==> config.mk <==
export PLATFORM = sky130hd
export DESIGN_NAME = dbus_dma_master_flat
export DESIGN_NICKNAME = d
export VERILOG_FILES = /design/src/rtl/dbus_dma_master_if.sv /design/src/rtl/dbus_dma_master.sv /design/src/flat_wrapper.sv
export SDC_FILE = /design/constraint.sdc
export NUM_CORES = 1
export LEC_CHECK = 0
export ABC_CLOCK_PERIOD_IN_PS = 4400
export CAP_MARGIN = 20
export CORE_MARGIN = 3
export CORE_UTILIZATION = 57
export CTS_CLUSTER_SIZE = 24
export DETAILED_ROUTE_END_ITERATION = 6
export HOLD_SLACK_MARGIN = 0.12
export MAX_ROUTING_LAYER = met4
export PLACE_DENSITY_LB_ADDON = 0.15
export SLEW_MARGIN = 15
export SYNTH_ARGS = -nofsm -noshare
export SYNTH_HDL_FRONTEND = slang
export SYNTH_SLANG_ARGS = --single-unit
==> constraint.sdc <==
create_clock -name clk -period 4.4 [get_ports clk]
set_input_delay 0.88 -clock clk [delete_from_list [all_inputs] [get_ports clk]]
set_output_delay 0.88 -clock clk [all_outputs]
set_load 0.005 [all_outputs]
==> src/rtl/dbus_dma_master_if.sv <==
// dBus initiator/target bundle for the word-copy DMA.
// Command channel is valid/ready; the response is a single-cycle pulse.
interface dbus_dma_master_if;
  logic        m_cmd_valid;
  logic        m_cmd_ready;
  logic        m_cmd_wr;
  logic [31:0] m_cmd_address;
  logic [31:0] m_cmd_data;
  logic [1:0]  m_cmd_size;
  logic        m_rsp_ready;
  logic [31:0] m_rsp_data;
  logic        m_rsp_error;

  modport master (
    output m_cmd_valid,
    output m_cmd_wr,
    output m_cmd_address,
    output m_cmd_data,
    output m_cmd_size,
    input  m_cmd_ready,
    input  m_rsp_ready,
    input  m_rsp_data,
    input  m_rsp_error
  );

  modport slave (
    input  m_cmd_valid,
    input  m_cmd_wr,
    input  m_cmd_address,
    input  m_cmd_data,
    input  m_cmd_size,
    output m_cmd_ready,
    output m_rsp_ready,
    output m_rsp_data,
    output m_rsp_error
  );
endinterface

==> src/rtl/dbus_dma_master.sv <==
// Word-copy DMA master on dBus, programmed via cs/oe/wstrb registers.
// Define DMA_FILL_EN to add the CTRL.FILL pattern-fill mode.
module dbus_dma_master #(
  parameter int LEN_W = 16
) (
  input  logic                clk,
  input  logic                reset,
  input  logic [1:0]          addr,
  input  logic [31:0]         data_in,
  output logic [31:0]         data_out,
  input  logic                cs,
  input  logic                oe,
  input  logic [3:0]          wstrb,
  dbus_dma_master_if.master   m,
  output logic                irq
);

  typedef enum logic [2:0] {
    IDLE,
    RD_CMD,
    RD_WAIT,
    WR_CMD,
    WR_WAIT,
    FIN
  } state_t;

  state_t state_q, state_d;

  logic [31:0]      src_q, dst_q;
  logic [31:0]      cur_src, cur_dst;
  logic [31:0]      buf_q;
  logic [LEN_W-1:0] len_q, cnt_q;
  logic             ie_q, done_q, err_q;
  logic             fill_q, fill_go;

  logic busy, reg_wr, ctrl_wr;
  logic start, start_nil, start_go;
  logic rd_ok, wr_ok, rsp_bad;
  logic unused_oe;

  assign unused_oe = oe;

  function automatic logic [31:0] bm(
    input logic [31:0] o,
    input logic [31:0] d,
    input logic [3:0]  s
  );
    for (int i = 0; i < 4; i++)
      if (s[i]) o[8*i +: 8] = d[8*i +: 8];
    return o;
  endfunction

  assign busy      = (state_q != IDLE);
  assign reg_wr    = cs & (|wstrb);
  assign ctrl_wr   = reg_wr & (addr == 2'd3) & wstrb[0];
  assign start     = ctrl_wr & data_in[0] & ~busy;
  assign start_nil = start & (len_q == '0);
  assign start_go  = start & (len_q != '0);

  assign rd_ok = (state_q == RD_WAIT)
               & m.m_rsp_ready & ~m.m_rsp_error;
  assign wr_ok = (state_q == WR_WAIT)
               & m.m_rsp_ready & ~m.m_rsp_error;
  assign rsp_bad = ((state_q == RD_WAIT)
                 | (state_q == WR_WAIT))
                 & m.m_rsp_ready & m.m_rsp_error;

`ifdef DMA_FILL_EN
  // FILL written together with START must steer this start
  assign fill_go = ctrl_wr ? data_in[5] : fill_q;
`else
  assign fill_q  = 1'b0;
  assign fill_go = 1'b0;
`endif

  always_ff @(posedge clk) begin
    if (reset) state_q <= IDLE;
    else       state_q <= state_d;
  end

  always_comb begin
    state_d         = state_q;
    m.m_cmd_valid   = 1'b0;
    m.m_cmd_wr      = 1'b0;
    m.m_cmd_address = {cur_src[31:2], 2'b00};
    m.m_cmd_data    = buf_q;
    m.m_cmd_size    = 2'b10;
    unique case (state_q)
      IDLE: begin
        if (start_go)
          state_d = fill_go ? WR_CMD : RD_CMD;
      end
      RD_CMD: begin
        m.m_cmd_valid = 1'b1;
        if (m.m_cmd_ready) state_d = RD_WAIT;
      end
      RD_WAIT: begin
        if (m.m_rsp_ready)
          state_d = m.m_rsp_error ? IDLE : WR_CMD;
      end
      WR_CMD: begin
        m.m_cmd_valid   = 1'b1;
        m.m_cmd_wr      = 1'b1;
        m.m_cmd_address = cur_dst;
        if (m.m_cmd_ready) state_d = WR_WAIT;
      end
      WR_WAIT: begin
        if (m.m_rsp_ready) begin
          if (m.m_rsp_error)
            state_d = IDLE;
          else if (cnt_q == LEN_W'(1))
            state_d = FIN;
          else
            state_d = fill_q ? WR_CMD : RD_CMD;
        end
      end
      FIN:     state_d = IDLE;
      default: state_d = IDLE;
    endcase
  end

  always_ff @(posedge clk) begin
    if (reset) begin
      src_q   <= '0;
      dst_q   <= '0;
      len_q   <= '0;
      cur_src <= '0;
      cur_dst <= '0;
      cnt_q   <= '0;
      buf_q   <= '0;
      ie_q    <= 1'b0;
      done_q  <= 1'b0;
      err_q   <= 1'b0;
`ifdef DMA_FILL_EN
      fill_q  <= 1'b0;
`endif
    end else begin
      if (reg_wr && !busy) begin
        unique case (1'b1)
          (addr == 2'd0): begin
`ifdef DMA_FILL_EN
            src_q <= bm(src_q, data_in, wstrb);
`else
            src_q <= bm(src_q, data_in, wstrb)
                   & ~32'h3;
`endif
          end
          (addr == 2'd1):
            dst_q <= bm(dst_q, data_in, wstrb)
                   & ~32'h3;
          (addr == 2'd2):
            len_q <= LEN_W'(bm(32'(len_q),
                                 data_in, wstrb));
          default: ;
        endcase
      end

      if (ctrl_wr) begin
        ie_q <= data_in[4];
        if (data_in[2]) done_q <= 1'b0;
        if (data_in[3]) err_q  <= 1'b0;
`ifdef DMA_FILL_EN
        if (!busy) fill_q <= data_in[5];
`endif
      end

      if (start) begin
        done_q <= 1'b0;
        err_q  <= 1'b0;
      end

      if (start_go) begin
        cur_src <= src_q;
        cur_dst <= dst_q;
        cnt_q   <= len_q;
        if (fill_go) buf_q <= src_q;
      end

      if (rd_ok) buf_q <= m.m_rsp_data;

      if (wr_ok) begin
        cur_src <= cur_src + 32'd4;
        cur_dst <= cur_dst + 32'd4;
        cnt_q   <= cnt_q - LEN_W'(1);
      end

      if (rsp_bad) err_q <= 1'b1;

      // completion beats a same-cycle W1C of DONE
      if (start_nil || rsp_bad || state_q == FIN)
        done_q <= 1'b1;
    end
  end

  always_comb begin
    data_out = '0;
    unique case (addr)
      2'd0: data_out = {src_q[31:2], 2'b00};
      2'd1: data_out = dst_q;
      2'd2: data_out[LEN_W-1:0] = len_q;
      2'd3: data_out[5:0] = {fill_q, ie_q, err_q,
                             done_q, busy, 1'b0};
      default: data_out = '0;
    endcase
  end

  assign irq = done_q & ie_q;

endmodule

==> src/flat_wrapper.sv <==
// flat-port wrapper written by rule: the top's interface ports become plain ports
module dbus_dma_master_flat 
#(
  parameter int LEN_W = 16
)
  (clk, reset, addr, data_in, data_out, cs, oe, wstrb, irq, m_m_cmd_valid, m_m_cmd_wr, m_m_cmd_address, m_m_cmd_data, m_m_cmd_size, m_m_cmd_ready, m_m_rsp_ready, m_m_rsp_data, m_m_rsp_error);
  dbus_dma_master_if m_i ();
  input  logic clk;
  input  logic reset;
  input  logic [1:0] addr;
  input  logic [31:0] data_in;
  output logic [31:0] data_out;
  input  logic cs;
  input  logic oe;
  input  logic [3:0] wstrb;
  output logic irq;
  output wire logic [$bits(m_i.m_cmd_valid)-1:0] m_m_cmd_valid;
  output wire logic [$bits(m_i.m_cmd_wr)-1:0] m_m_cmd_wr;
  output wire logic [$bits(m_i.m_cmd_address)-1:0] m_m_cmd_address;
  output wire logic [$bits(m_i.m_cmd_data)-1:0] m_m_cmd_data;
  output wire logic [$bits(m_i.m_cmd_size)-1:0] m_m_cmd_size;
  input wire logic [$bits(m_i.m_cmd_ready)-1:0] m_m_cmd_ready;
  input wire logic [$bits(m_i.m_rsp_ready)-1:0] m_m_rsp_ready;
  input wire logic [$bits(m_i.m_rsp_data)-1:0] m_m_rsp_data;
  input wire logic [$bits(m_i.m_rsp_error)-1:0] m_m_rsp_error;
  assign m_m_cmd_valid = m_i.m_cmd_valid;
  assign m_m_cmd_wr = m_i.m_cmd_wr;
  assign m_m_cmd_address = m_i.m_cmd_address;
  assign m_m_cmd_data = m_i.m_cmd_data;
  assign m_m_cmd_size = m_i.m_cmd_size;
  assign m_i.m_cmd_ready = m_m_cmd_ready;
  assign m_i.m_rsp_ready = m_m_rsp_ready;
  assign m_i.m_rsp_data = m_m_rsp_data;
  assign m_i.m_rsp_error = m_m_rsp_error;
  dbus_dma_master #(.LEN_W(LEN_W)) u_core (.clk(clk), .reset(reset), .addr(addr), .data_in(data_in), .data_out(data_out), .cs(cs), .oe(oe), .wstrb(wstrb), .m(m_i), .irq(irq));
endmodule
# Word level (Yosys, flattened, before mapping)

Index checks and enable logic that the tools add are counted.

Input bits: 77
Logic and storage cells: 110
Flip-flop bits (word level): 194
Output and inout port bits: 101

Muxes and demuxes: 29
$add $sub $neg: 3
Reductions and logical operators: 29
Eq/ne operators: 14
Bitwise operators: 17

Operators with widths:

| cell                    | count |
|---|---|
| $mux W32                | 5 |
| $add A32 B3 Y32 const B | 2 |
| $mux W16                | 2 |
| $pmux W16 S2            | 1 |
| $pmux W10 S3            | 1 |
| $reduce_and A3 Y1       | 10 |
| $pmux W6 S4             | 1 |
| $mux W3                 | 7 |
| $eq A16 B1 Y1 const B   | 1 |
| $logic_not A16 Y1       | 1 |
| $reduce_bool A16 Y1     | 1 |
| $sub A16 B1 Y16 const B | 1 |
| $pmux W3 S5             | 1 |
| $reduce_bool A3 Y1      | 5 |
| $and A1 B1 Y1           | 14 |
| $mux W1                 | 10 |
| $ne A2 B2 Y1 const B    | 4 |
| $eq A3 B2 Y1 const B    | 2 |
| $eq A3 B3 Y1 const B    | 2 |
| $reduce_and A5 Y1       | 1 |
| $eq A2 B2 Y1 const B    | 2 |
| $reduce_and A2 Y1       | 2 |
| $reduce_or A4 Y1        | 1 |
| $eq A3 B1 Y1 const B    | 1 |
| 12 further kinds        | 14 |

# Depth between registers and ports, before layout

Gate-level depths: netlist of the first run.

Depth after elaboration: 11
Mapped depth: 9
Depth with buffers taken out: 6

# Worst setup path before layout of the first run

OpenSTA, ideal clock, no wires.

Path kind: input port to output port
From: input port addr[0]
To: output port data_out[23]
Data required time: 3.520 ns
Setup slack: 1.286 ns
Buffers on the path: 3
Cell stages on the path: 5
Data arrival time: 2.234 ns
Cell sequence: clkbuf_1 buf_2 buf_1 mux2i_1 nor2_1

Word-level cells in the longest chain between the ends: 2
Elaborated cells on any way between the ends: 3
Classes of those cells: eq/ne (1); mux (1); reduce/logical (1)

RTL lines:

| item                                             | line                   | text |
|---|---|---|
| start: declaration                               | flat_wrapper.sv:10     | `input logic [1:0] addr;` |
| $eq A2 B1 Y1 or $logic_not A2 Y1 (tied branches) | dbus_dma_master.sv:197 | `unique case (addr)` |
| $pmux W16 S2 (*)                                 | dbus_dma_master.sv:197 |  |
| end: declaration                                 | flat_wrapper.sv:12     | `output logic [31:0] data_out;` |

Every way passes the cells marked *; elsewhere a longest branch is shown, timed or not.

# Worst setup path in the final report of the first run

From: input port addr[1]
To: output port data_out[8]

Word-level cells in the longest chain between the ends: 2
Elaborated cells on any way between the ends: 4
Classes of those cells: eq/ne (2); mux (1); reduce/logical (1)

RTL lines:

| item                                       | line |
|---|---|
| $eq A2 B2 Y1, or another cell as far along | dbus_dma_master.sv:197 |
| $pmux W10 S3 (*)                           | dbus_dma_master.sv:197 |

Marked as above.

==> flow_metrics.py, run 1 <==
metrics = {
    "status": {
        "status": "complete, no violations",
    },
    "clock_tree": {
        "postCtsHoldBufs": 0,
        "cts_buffers": 17,
        "cts_sinks": 190,
        "path_clk_slew_ns": 0.07,
        "cts_setup_buffers": 0,
        "cts_max_path_buffers": 2,
        "cts_tree": "yes",
        "clock_latency_ns": 0.44,
        "cts-root-buf": "clkbuf_16",
        "ctsResizeCount": 0,
        "htreeDepth": 4,
    },
    "floorplanning": {
        "start_util_pct": 58.4,
        "io_pins": 178,
        "core_area_sq_um": 15900,
        "dieArea_sq_um": 17900,
        "die_y_um": 134,
        "rows": 46,
        "fp.dieW_um": 134,
    },
    "yosys": {
        "yosysTopAreaCellShare_pct": 40.8,
        "synth.area.top_cells": "dfxtp_1, mux2i_1, nand2_1",
        "synth_ff_type": "dfxtp_1",
        "ys_seq_area_share_pct": 40.8,
        "yosysTopAreaCell": "dfxtp_1",
        "synth_edf_count": 0,
        "synth_seq_cells": 190,
        "syn_area_sq_um": 9320,
        "synthCells": 1118,
        "yosysWarnings": 0,
        "synth-async-reset-ratio_pct": 0,
        "yosysUniqueCellTypes": 57,
        "avgSynthCellArea_sq_um": 8.33,
    },
    "setup_path": {
        "endpoint_kind": "output port",
        "cp_num_cells": 7,
        "cp_top_family": "buffers and inverters",
        "critPathBufInv": 4,
        "crit_type": "in2out",
        "crit_fanout": 20,
        "crit_chain": "clkdlybuf4s50_1 > buf_4 > nor2b_1 > buf_4 > nand2_1 > o21ai_0 > clkdlybuf4s50_1",
        "start_kind": "input pin",
        "cp.arrival_ns": 2.73,
        "crit_path_max_incr_delay_ns": 0.56,
        "cp_slowest_cell": "clkdlybuf4s50_1",
        "required_ns": 3.52,
        "reg2reg_depth": 6,
    },
    "grt": {
        "grt_max_degree": 136,
        "grt_pass1_wl_mm": 43.0,
        "antenna_found_initial": 0,
        "track_usage_pct": 30.2,
        "grt_pass1_vias": 8633,
        "grt_overflow": 0,
    },
    "routing": {
        "wirelength_mm": 26.7,
        "post_drt_via_cell_ratio": 6.08,
        "drc": 0,
        "ant_nets": 0,
        "routedWlPerCell_um": 18.0,
        "first_pass_iters": 6,
        "drt_iter0_drc": 971,
        "vias": 9027,
    },
    "layout": {
        "drive_gt1_share_pct": 7.97,
        "syn2layout_area_growth_pct": 26.3,
        "multi_input_area_sq_um": 5160,
        "stdcell_count": 1484,
        "fin_nets": 1338,
        "register_area_sq_um": 3800,
        "final_area_sq_um": 11800,
        "num_antenna_cells": 0,
        "fillCellCount": 1254,
    },
    "timing": {
        "period_share_pct": 82.0,
        "rsz0062_at_grt": "false",
        "relSlewSlack_pct": 29.9,
        "finalCriticalPeriod_ns": 3.61,
        "tightest_slew_ns": 1.05,
        "finalSetupViolations": 0,
        "fin_skew_ns": 0.00979,
        "slew_viol_final": 0,
        "final.setup.tns_ns": 0,
        "max_freq_mhz": 277,
        "finalHoldWorstSlack_ns": 0.452,
        "finalHoldViolCount": 0,
        "setup_ws_ns": 0.792,
    },
    "pwr": {
        "power.density_nw_per_um2": 312,
        "p_leak_nw": 4.22,
        "ir_worst_vdd_mv": 0.295,
    },
    "hold_path": {
        "hold_path_depth": 2,
        "hold_class": "reg2reg",
    },
    "job": {
        "max_cap_viol_count": 0,
    },
    "place": {
        "gp_congestion": 0.954,
        "hpwl_mm": 18.5,
        "placed_area_sq_um": 11200,
        "dpl_worst_slack_ns": 0.734,
        "numPortBuffers": 172,
        "dp_cells": 1454,
    },
}
==> cells in the mapped netlist, types with 11 or more instances <==
cell type and count:
dfxtp_1 190, nand2_1 158, nor2_1 136, mux2i_1 104, a21oi_1 90, clkbuf_1 57
a31oi_1 39, nand3_1 39, o21ai_0 35, mux2_2 26, or3_1 22, o211ai_1 20
nand4_1 18, inv_1 15, nor3_1 15, nor4_1 12, or4_1 11
==> state kept, by name, summed over array words and instances, names as in the netlist <==
signal               flops
u_core.dst_q            30
u_core.cur_src          30
u_core.err_q             1
u_core.cnt_q            16
u_core.done_q            1
u_core.m.m_cmd_data     32
u_core.src_q            30
u_core.cur_dst          30
u_core.state_q           3
u_core.ie_q              1
u_core.len_q            16
==> worst paths after layout <==
check | end | start | slack (ns)
setup / recovery | data_out[8] | addr[1] | 0.79
hold reg to reg | u_core.m.m_cmd_data[8] | u_core.m.m_cmd_data[8] | 0.45
setup reg to reg | u_core.state_q[2] | u_core.len_q[9] | 1.65
hold / removal | u_core.m.m_cmd_data[8] | u_core.m.m_cmd_data[8] | 0.45
==> power breakdown <==
part | internal (mW) | leakage, nW | switching (mW)
sequential | 1.75 | 1.53 | 0.0344
combinational | 0.162 | 2.40 | 0.175
clock | 0.892 | 0.287 | 0.659
==> through the flow <==
step	util [%]	power, mW
floorplan	-	2.00
global placement	70.1	2.15
detailed placement	70.1	2.15
CTS	73.8	3.67
global route	73.8	3.78
finish	73.8	3.67
==> layer usage <==
metal | vias up | share of wire [%] | global-route usage (%)
met1 | 4293 | 43 | 37.2
met3 | 53 | 6.1 | 5.51
li1 | 4311 | - | -
met4 | 0 | 2.5 | 11.2
met2 | 370 | 49 | 49.7
met5 | - | 0 | -
==> layout make-up <==
type	instances	share of cell area, %
inverters	15	0.478
flip-flops and latches	190	32.3
clock inverters	9	0.946
multi-input cells	841	43.9
repair buffers	192	16.0
well taps	216	2.30
clock buffers	21	4.08
==> cells in the final DEF, fill, tap and decap left out, types with 22 or more instances in the layout <==
cell | netlist | routed
a21oi_1 | 90 | 90
a31oi_1 | 39 | 39
clkdlybuf4s50_1 | 0 | 170
dfxtp_1 | 190 | 190
mux2_2 | 26 | 26
mux2i_1 | 104 | 104
nand2_1 | 158 | 158
nand3_1 | 39 | 39
nor2_1 | 136 | 136
o21ai_0 | 35 | 35
or3_1 | 22 | 22
==> tightest hold or removal path: cells and delay by family (launching register included) <==
| kind | cells | cell delay, ns |
|---|---|---|
| flops | 1 | 0.31 |
| simple gates | 1 | 0.05 |
| compound gates | 1 | 0.05 |
==> kinds of logic after synthesis <==
logic type / after synthesis / synth area share (%)
AND/OR/NAND/NOR: 455 / 23.0
AO/OA/AOI/OAI: 240 / 16.2
flip-flops: 190 / 40.8
multiplexers: 133 / 15.0
buffers and inverters: 89 / 3.89
adder cells (fa/ha/maj): 5 / 0.645
XOR/XNOR: 4 / 0.376
other: 2 / 0.0806
Power figures use the tool's default switching activity.
==> inputs of run 2 (changes only) <==
Settings changed: ABC_CLOCK_PERIOD_IN_PS 4400 to 3200, CORE_UTILIZATION 57 to 47.
Clock period 4.4 ns to 3.2 ns, I/O delays scaled along.
==> run 2 against run 1 <==
  * Sequential power increased by 37%
  * Cell area grew 2.1%
  * Sequential share of layout area fell by 0.68 points
  * Combinational power up 47%
  * Hold slack about the same
  * Clock power rose by 35%
  * Utilization shrank 11 points
  * Clock-buffer cell count down 1
  * Critical path depth down 3
  * Clock skew decreased by 0.0015 ns
  * Die area up 20%
  * First-iteration DRC count fell by 27%
  * Largest cell class unchanged
==> flow_metrics.py, run 2 (synthesized netlist as in run 1, its figures left out) <==
metrics = {
    "routing": {
        "drc": 0,
        "routedWlPerCell_um": 17.7,
        "drt_iter0_drc": 710,
        "wirelength_mm": 27.5,
        "post_drt_via_cell_ratio": 5.82,
        "ant_nets": 0,
        "first_pass_iters": 6,
        "vias": 9050,
    },
    "pwr": {
        "seqPwrFrac_pct": 48.5,
        "p_clk_share_pct": 41.7,
        "power_mw": 5.03,
        "p_leak_nw": 4.34,
        "switching_power_mw": 1.25,
        "pwr-share-comb_pct": 9.8,
        "switching_share_pct": 24.8,
        "internal-power_mw": 3.78,
        "power.density_nw_per_um2": 419,
        "ir_worst_vdd_mv": 0.383,
    },
    "grt": {
        "grt_pass1_wl_mm": 44.2,
        "grt_overflow": 0,
        "grt_pass1_vias": 8388,
        "antenna_found_initial": 0,
        "track_usage_pct": 25.7,
        "grt_max_degree": 130,
    },
    "layout": {
        "stdcell_count": 1555,
        "final_common_cell": "dfxtp_1",
        "fin_nets": 1363,
        "fin_util_pct": 63.0,
        "layout_common_cells": "dfxtp_1, clkdlybuf4s50_1, nand2_1",
        "largest_reg_flops": 32,
        "num_antenna_cells": 0,
        "final_area_sq_um": 12000,
        "syn2layout_area_growth_pct": 29.0,
        "drive_gt1_share_pct": 9.88,
    },
    "clock_tree": {
        "cts_buffers": 17,
        "cts_sinks": 190,
        "cts_setup_buffers": 0,
        "cts_max_path_buffers": 2,
        "cts_tree": "yes",
        "cts-root-buf": "clkbuf_16",
        "postCtsHoldBufs": 0,
        "path_clk_slew_ns": 0.07,
        "htreeDepth": 4,
        "clock_latency_ns": 0.43,
        "ctsResizeCount": 0,
    },
    "setup_path": {
        "endpoint_kind": "output port",
        "cp.arrival_ns": 2.32,
        "required_ns": 2.56,
        "crit_fanout": 35,
        "crit_type": "reg2out",
        "start_kind": "flop",
    },
    "place": {
        "placed_area_sq_um": 11400,
        "hpwl_mm": 19.1,
        "dpl_worst_slack_ns": 0.0179,
        "dp_cells": 1522,
        "gp_congestion": 0.893,
        "numPortBuffers": 172,
    },
    "timing": {
        "final.setup.tns_ns": 0,
        "slew_viol_final": 0,
        "finalHoldViolCount": 0,
        "fin_skew_ns": 0.00832,
        "finalCriticalPeriod_ns": 2.96,
        "setup_ws_ns": 0.244,
        "period_share_pct": 92.4,
        "finalHoldWorstSlack_ns": 0.453,
        "relSlewSlack_pct": 31.7,
        "finalSetupViolations": 0,
        "rsz0062_at_grt": "false",
        "max_freq_mhz": 338,
        "tightest_slew_ns": 1.02,
    },
    "floorplanning": {
        "die_y_um": 147,
        "io_pins": 178,
        "dieArea_sq_um": 21600,
        "fp.dieW_um": 147,
        "start_util_pct": 48.8,
        "rows": 50,
        "core_area_sq_um": 19100,
    },
    "hold_path": {
        "hold_class": "reg2reg",
    },
    "status": {
        "status": "complete, no violations",
    },
    "job": {
        "max_cap_viol_count": 0,
    },
}
-- run 2: cell count changes in the layout (fill, tap and decap cells not counted) --
cell	delta
buf_4	+23
buf_12	+2
clkinvlp_4	+2
inv_6	+2
bufinv_16	-1
clkbuf_8	-1
clkinv_2	+1
clkinv_4	-1
-- run 2: final timing paths --
check / from / endpoint / slack, ns / depth (start not counted)
setup / recovery: u_core.state_q[1] / m_m_cmd_address[7] / 0.24 / 4
hold / removal: u_core.m.m_cmd_data[12] / u_core.m.m_cmd_data[12] / 0.45 / 2
setup reg to reg: u_core.state_q[2] / u_core.dst_q[16] / 0.60 / 6
hold reg to reg: u_core.m.m_cmd_data[12] / u_core.m.m_cmd_data[12] / 0.45 / 2
-- run 2: power by group through the flow --
stage,sequential (mW),clock (mW),combinational [mW]
after floorplan,2.48,0,0.264
after global placement,2.49,0,0.488
after detailed placement,2.49,0,0.490
after CTS,2.44,2.13,0.493
after global routing,2.44,2.23,0.535
final,2.44,2.10,0.494
-- run 2: final cells by class --
cell class                 count  area, sq um
inverter                      15         56.3
clock inverter                12          110
fill                        1726         7060
tap                          260          325
sequential                   190         3800
multi-input combinational    841         5160
timing repair buffer         217         2090
clock buffer                  20          467
-- run 2: worst max-delay path, cell delays in order, from the launching register on --
cell             delay, ns
dfxtp_1               0.44
nand2_1               0.11
buf_4                 0.42
mux2_2                0.43
clkdlybuf4s50_1       0.45
-- run 2: routing by layer --
layer | wire [um] | global-route usage (%) | part of all wire [%] | vias up
li1 | - | - | - | 4368
met1 | 13000 | 36.1 | 47 | 4313
met2 | 12300 | 38.6 | 45 | 325
met3 | 1710 | 4.35 | 6.2 | 44
met4 | 482 | 6.35 | 1.8 | 0
met5 | 0 | - | 0 | -
==> inputs of run 3 (changes only) <==
Settings changed: CORE_UTILIZATION 47 to 45.
==> run 3 against run 2 <==
  * Cell area rose by 0.71%
  * Routed wire length fell by 0.80%
  * Utilization fell by 3.4 points
  * Fmax fell by 1.0%
  * Via count fell by 1.6%
  * Largest cell class unchanged
  * Largest power group unchanged
==> flow_metrics.py, run 3 (synthesized netlist as in run 1, its figures left out) <==
metrics = {
    "routing": {
        "first_pass_iters": 7,
        "post_drt_via_cell_ratio": 5.69,
        "wirelength_mm": 27.3,
        "vias": 8906,
        "drc": 0,
        "routedWlPerCell_um": 17.4,
        "drt_iter0_drc": 563,
        "ant_nets": 0,
    },
    "setup_path": {
        "crit_type": "reg2out",
        "start_kind": "flop",
        "crit_path_max_incr_delay_ns": 0.45,
        "endpoint_kind": "output port",
        "cp.arrival_ns": 2.35,
        "critPathBufInv": 2,
        "crit_fanout": 35,
        "cp_slowest_cell": "clkdlybuf4s50_1",
        "required_ns": 2.56,
        "crit_chain": "nor2b_1 > nand2_1 > buf_4 > mux2_2 > clkdlybuf4s50_1",
        "cp_top_family": "buffers and inverters",
    },
    "pwr": {
        "power_mw": 5.21,
        "ir_worst_vdd_mv": 0.385,
        "power.density_nw_per_um2": 431,
        "p_leak_nw": 4.38,
    },
    "grt": {
        "antenna_found_initial": 0,
        "grt_pass1_wl_mm": 43.7,
        "grt_pass1_vias": 8479,
        "grt_max_degree": 137,
        "track_usage_pct": 24.9,
        "grt_overflow": 0,
    },
    "clock_tree": {
        "cts_max_path_buffers": 2,
        "path_clk_slew_ns": 0.07,
        "ctsResizeCount": 0,
        "cts_buffers": 17,
        "cts_sinks": 190,
        "clock_latency_ns": 0.44,
        "cts-root-buf": "clkbuf_16",
        "cts_setup_buffers": 0,
        "htreeDepth": 4,
        "postCtsHoldBufs": 0,
        "cts_tree": "yes",
    },
    "layout": {
        "syn2layout_area_growth_pct": 29.9,
        "largest_reg_flops": 32,
        "layout_common_cells": "dfxtp_1, clkdlybuf4s50_1, nand2_1",
        "fin_util_pct": 59.6,
        "final_common_cell": "dfxtp_1",
        "fin_nets": 1364,
        "num_antenna_cells": 0,
        "drive_gt1_share_pct": 9.88,
    },
    "timing": {
        "finalCriticalPeriod_ns": 2.99,
        "tightest_slew_ns": 1.05,
        "finalHoldWorstSlack_ns": 0.453,
        "period_share_pct": 93.3,
        "setup_ws_ns": 0.214,
        "final.setup.tns_ns": 0,
        "fin_skew_ns": 0.0109,
        "rsz0062_at_grt": "false",
        "relSlewSlack_pct": 29.7,
        "max_freq_mhz": 335,
        "finalHoldViolCount": 0,
        "finalSetupViolations": 0,
        "slew_viol_final": 0,
    },
    "place": {
        "hpwl_mm": 19.5,
        "numPortBuffers": 172,
        "gp_congestion": 0.864,
        "dpl_worst_slack_ns": 0.0964,
    },
    "floorplanning": {
        "rows": 52,
        "io_pins": 178,
        "dieArea_sq_um": 22500,
        "die_y_um": 150,
        "core_area_sq_um": 20300,
        "fp.dieW_um": 150,
        "start_util_pct": 45.9,
    },
    "hold_path": {
        "hold_class": "reg2reg",
    },
    "job": {
        "max_cap_viol_count": 0,
    },
    "status": {
        "status": "complete, no violations",
    },
}
run 3: layout make-up:
cell class	count	area, sq um
inverter	15	56.3
clock inverter	12	183
multi-input combinational	841	5170
timing repair buffer	218	2110
clock buffer	19	443
fill	1830	8190
sequential	190	3800
tap	270	338
run 3: layer usage:
| layer | vias up | global-route usage (%) | share of wire, % |
|---|---|---|---|
| li1 | 4368 | - | - |
| met1 | 4215 | 31.9 | 45 |
| met2 | 282 | 40.6 | 48 |
| met3 | 41 | 4.27 | 5.1 |
| met4 | 0 | 7.55 | 2.0 |
| met5 | - | - | 0 |
run 3: worst paths after layout:
check                                             from                      to  slack [ns]  cells after the start
worst max-delay path                 u_core.state_q[2]      m_m_cmd_address[6]        0.21                      5
worst min-delay path            u_core.m.m_cmd_data[6]  u_core.m.m_cmd_data[6]        0.45                      2
worst max register to register       u_core.state_q[2]      u_core.cur_src[19]        0.65                      7
worst min register to register  u_core.m.m_cmd_data[6]  u_core.m.m_cmd_data[6]        0.45                      2
run 3: worst register-to-register path, cell delays in order (launching register included):
cell and delay (ns):
dfxtp_1 0.35, buf_4 0.18, nor3_1 0.50, and3_1 0.41, and2_2 0.48, buf_12 0.24
nand2_1 0.09, a311oi_1 0.20
run 3: power breakdown:
group | internal [mW] | switching [mW]
sequential | 2.40 | 0.0372
combinational | 0.241 | 0.253
clock | 1.33 | 0.946
run 3: per-stage QoR:
stage / std cells / instance area [sq um]
after floorplan: 1120 / 9330
after global placement: 1534 / 11500
after detailed placement: 1534 / 11500
after CTS: 1565 / 12100
after global routing: 1565 / 12100
final: 1565 / 12100
